$ cat src/rtl/encoder_8to3_pkg.sv
// Shared widths, mode encoding and helpers for the registered 8-to-3 encoder.
package encoder_8to3_pkg;

  localparam int IN_W  = 8;
  localparam int IDX_W = 3;

  typedef enum logic {
    MODE_STRICT   = 1'b0,
    MODE_PRIORITY = 1'b1
  } mode_e;

  // Clearing the lowest set bit leaves something only if two or more bits were set.
  function automatic logic popcount_gt1(input logic [IN_W-1:0] d);
    return |(d & (d - {{(IN_W-1){1'b0}}, 1'b1}));
  endfunction

endpackage

$ cat src/rtl/encoder_8to3_core.sv
// Combinational core: index of the highest set bit plus zero/multi-hot flags.
module encoder_8to3_core
  import encoder_8to3_pkg::*;
(
  input  logic [IN_W-1:0]  d,
  output logic [IDX_W-1:0] idx,
  output logic             any_set,
  output logic             multi_set
);

  // Ascending scan so the highest set bit overwrites lower ones.
  always_comb begin
    idx = '0;
    for (int i = 0; i < IN_W; i++) begin
      if (d[i]) begin
        idx = IDX_W'(i);
      end
    end
  end

  assign any_set   = |d;
  assign multi_set = popcount_gt1(d);

endmodule

$ cat src/rtl/encoder_8to3.sv
// Registered 8-to-3 encoder: one-cycle latency, flags empty and multi-hot inputs.
module encoder_8to3
  import encoder_8to3_pkg::*;
#(
  parameter int PRIORITY_MODE = 0
) (
  input  logic            clk,
  input  logic            rst_n,
  input  logic [IN_W-1:0] D,
  output logic            x,
  output logic            y,
  output logic            z,
  output logic            valid,
  output logic            err
);

  localparam mode_e MODE = (PRIORITY_MODE != 0) ? MODE_PRIORITY : MODE_STRICT;

  logic [IDX_W-1:0] idx;
  logic             any_set;
  logic             multi_set;
  logic             err_next;

  encoder_8to3_core u_core (
    .d         (D),
    .idx       (idx),
    .any_set   (any_set),
    .multi_set (multi_set)
  );

  // In priority mode a multi-hot word is a legal request, not an error.
  assign err_next = multi_set && (MODE == MODE_STRICT);

  always_ff @(posedge clk or negedge rst_n) begin
    if (!rst_n) begin
      x     <= 1'b0;
      y     <= 1'b0;
      z     <= 1'b0;
      valid <= 1'b0;
      err   <= 1'b0;
    end else begin
      {x, y, z} <= idx;
      valid     <= any_set;
      err       <= err_next;
    end
  end

endmodule

$ cat config.mk
export PLATFORM = sky130hd
export DESIGN_NAME = encoder_8to3
export DESIGN_NICKNAME = d
export VERILOG_FILES = /design/src/rtl/encoder_8to3_pkg.sv /design/src/rtl/encoder_8to3_core.sv /design/src/rtl/encoder_8to3.sv
export SDC_FILE = /design/constraint.sdc
export NUM_CORES = 1
export LEC_CHECK = 0
export ABC_CLOCK_PERIOD_IN_PS = 800
export CAP_MARGIN = 20
export CORE_AREA = 2 2 39 41
export DETAILED_ROUTE_END_ITERATION = 7
export DIE_AREA = 0 0 41 43
export DONT_BUFFER_PORTS = 1
export HOLD_SLACK_MARGIN = 0.15
export PLACE_DENSITY = 0.38
export RECOVER_POWER = 25
export SLEW_MARGIN = 20
export SYNTH_ARGS = -nofsm -noshare
export SYNTH_HDL_FRONTEND = slang
export SYNTH_HIERARCHICAL = 1
export SYNTH_SLANG_ARGS = --single-unit
$ cat constraint.sdc
create_clock -name clk -period 0.8 [get_ports clk]
set_input_delay 0.12 -clock clk [delete_from_list [all_inputs] [get_ports clk]]
set_output_delay 0.12 -clock clk [all_outputs]
set_load 0.1 [all_outputs]
==> parameters.txt <==
Parameter                              Value

STA
  Final worst-path setup slack ... -131 ps
  Max Fclk ... 1.07 GHz
  Rel. slew slack ... 0.806
  Setup TNS Final ... -628 ps
  Post-route clock period utilization ... 1.16
  Setup repair after global routing missed its margin ... yes
  Number of hold violations in the final report ... 1
  Min cycle time layout ... 931 ps
  Final Max Tran Viols ... 0
  Setup-violating endpoint count in the final report ... 5
  Worst-Margin Slew ... 290 ps
  Min Hold Slack ... -7.01 ps

Yosys
  Synthesized area ... 253 sq um
  Post-synthesis sequential area ratio ... 0.495
  Most instantiated library cell after synthesis ... sky130_fd_sc_hd__dfrtp_1
  Seq cells post-synth ... 5
  Yosys top cell area share ... 0.495
  Total of warnings raised by yosys ... 6
  Post-synthesis area per instance ... 9.72 sq um
  Number of flops mapped to enable cells by yosys ... 0
  Commonest register cell after synthesis ... sky130_fd_sc_hd__dfrtp_1
  Library cells used by synthesis ... 16
  Top post-synthesis cells by area ... sky130_fd_sc_hd__dfrtp_1 50%, sky130_fd_sc_hd__nor2_1 5.9%, sky130_fd_sc_hd__a211oi_2 5.0%
  Synth area leader ... sky130_fd_sc_hd__dfrtp_1
  Net count of the mapped netlist ... 36
  Async set-reset flop share out of synthesis ... 1.00
  Top post-synthesis cells by count ... 5 x sky130_fd_sc_hd__dfrtp_1, 4 x sky130_fd_sc_hd__nor2_1, 2 x sky130_fd_sc_hd__nand2_1, 2 x sky130_fd_sc_hd__nand2b_1, 2 x sky130_fd_sc_hd__nor3_1
  Count of mapped cells out of synthesis ... 26

Routing
  Avg WL per Cell ... 10.4 um
  Post-detailed-route count of antenna-violating nets ... 0
  Vias ... 245
  Via density per instance ... 4.38
  Post-detailed-route DRC marker count ... 0
  Final Routed Wirelength ... 581 um
  DRT Pass-1 Iters ... 2
  First-iteration detailed-routing DRC count ... 3

Finish
  Final Instance Area ... 474 sq um
  Antenna diode count ... 0
  Final design utilization ... 0.343
  Total area of multi-input combinational cells ... 138 sq um
  Share of layout cells above drive strength 1 ... 0.450
  Fill cell count ... 142
  Register area ... 131 sq um
  Layout net count ... 51
  Relative area change from synthesis to final layout ... 87.6%

Pwr
  Static leakage power ... 0.196 nW
  Total power of the final layout ... 0.716 mW
  Power share of the sequential group ... 0.379
  Power density normalized to cell area ... 1510 nW/um^2
  Clock Power Share ... 0.390
  Internal power consumption ... 0.523 mW
  Switching Share ... 0.269
  Combinational power share ... 0.231
  Net switching power ... 0.193 mW
  Worst supply voltage drop on vdd ... 0.496 mV

Clock tree
  Buffers from clock root to sink, at most ... 2
  # Post-CTS Setup Buffers ... 0
  Number of CTS-inserted buffers ... 3
  Clock transition at the registers of the reported paths ... 40 ps
  Cell at the root of the clock tree ... sky130_fd_sc_hd__clkbuf_4
  H-Tree Level Count ... 1
  Sinks on Clock Net ... 5
  Number of hold-repair buffers added at the cts stage ... 4
  Clock tree from TritonCTS ... built

Worst setup path
  Worst path required time ... 680 ps
  WS Path Type ... reg -> out
  Number of buffers and inverters on the critical path ... 1
  Category of cells accounting for the largest share of critical-path delay ... flip-flops
  Worst path slowest cell ... sky130_fd_sc_hd__dfrtp_2
  Largest stage delay on the critical path ... 410 ps
  Largest fanout on the critical path ... 1
  Path length in cells of the critical path ... 1
  Worst-path cell chain ... buf_12
  Critical Path End Type ... output port
  Data arrival at the endpoint of the critical path ... 810 ps
  Category of the worst setup path launch point ... flop

GRT
  Maximum number of pins on one net before global-route repair ... 6
  GRT Resource Usage Total ... 0.0758
  Global route total overflow ... 0
  Number of antenna violations at the first check in global routing ... 0
  Wire length of the first global-routing pass ... 855 um
  Via count of the first global-routing pass ... 258

Floorplanning
  Initial Utilization ... 0.183
  Number of core rows ... 14
  Top-level port count ... 15
  Total core area ... 1380 sq um
  Die X ... 41 um
  Total die area ... 1760 sq um
  Height of the die ... 43 um

Hold path
  Min-Delay Path Depth ... 2
  Startpoint of the lowest-slack hold path ... D[4]
  Class of the tightest hold or removal check ... in -> reg
  Hold endpoint ... x

Placement
  Post-detail-place hpwl ... 484 um
  Buffers on Ports ... 0
  Post-detailed-placement cell area ... 395 sq um
  Final estimated routing congestion in global placement ... 0.623

Run
  Number of violations of the max-capacitance limit ... 0

Status
  Violated checks ... negative hold slack, negative setup slack
  Status ... finished, violations left
==> state kept, by name (all words and copies together), names as in the netlist <==
name and count:
err 1, x 1, y 1, valid 1, z 1
==> cells in the final DEF, fill, tap and decap left out, types with 2 or more instances in the layout <==
cell type	n
sky130_fd_sc_hd__buf_12	5
sky130_fd_sc_hd__clkbuf_4	3
sky130_fd_sc_hd__dfrtp_2	5
sky130_fd_sc_hd__dlymetal6s4s_1	3
sky130_fd_sc_hd__nand2_1	2
sky130_fd_sc_hd__nand2b_1	2
sky130_fd_sc_hd__nor2_1	2
sky130_fd_sc_hd__nor2_2	2
sky130_fd_sc_hd__nor3_1	2
==> metal layers <==
layer / vias up / part of all wire / track usage
met5: - / 0 / 0
met4: 0 / 0 / 0.0600
met3: 0 / 0.14 / 0.0524
met2: 11 / 0.55 / 0.131
met1: 113 / 0.31 / 0.0459
li1: 121 / - / -
==> through the flow <==
stage / setup WS, ps / cells / hold WS, ps
after global placement: -120 / 48 / -175
after CTS: -145 / 56 / 14.2
after global routing: -156 / 56 / -8.65
final: -131 / 56 / -7.01
after detailed placement: -168 / 48 / -175
after floorplan: -68.5 / 26 / -176
==> power by group through the flow <==
stage | Clock [mW] | Sequential, mW | Combinational (mW)
finish | 0.279 | 0.271 | 0.165
global route | 0.318 | 0.271 | 0.174
CTS | 0.292 | 0.271 | 0.162
detailed placement | 0 | 0.275 | 0.140
global placement | 0 | 0.275 | 0.139
floorplan | 0 | 0.335 | 0.0300
==> final cells by class <==
cell class                      instances  share of cell area
Multi-Input combinational cell         20               0.290
Inverter                                1             0.00792
Sequential cell                         5               0.277
Timing Repair Buffer                   10               0.327
Tap cell                               16              0.0422
Clock buffer                            4              0.0554
==> cell families after synthesis <==
logic type | synth area share
simple gates | 0.297
flops | 0.495
compound gates | 0.153
fa+ha+maj | 0.0396
buf+inv | 0.0148
==> worst max path at each step <==
stage / from / end / slack, ps
after floorplan: D[0] / err / -70
after global placement: D[0] / err / -120
after detailed placement: D[0] / err / -170
after CTS: valid / valid / -150
after global routing: err / err / -160
final: valid / valid / -130
==> what timing repair did <==
action | 4_1_cts | 5_1_grt
resized for setup | 0 | 6
endpoints found under the hold margin | 10 | 5
gates cloned | 0 | 0
pin swaps | 0 | 3
setup endpoints to repair | 5 | 8
Power figures use the tool's default switching activity.
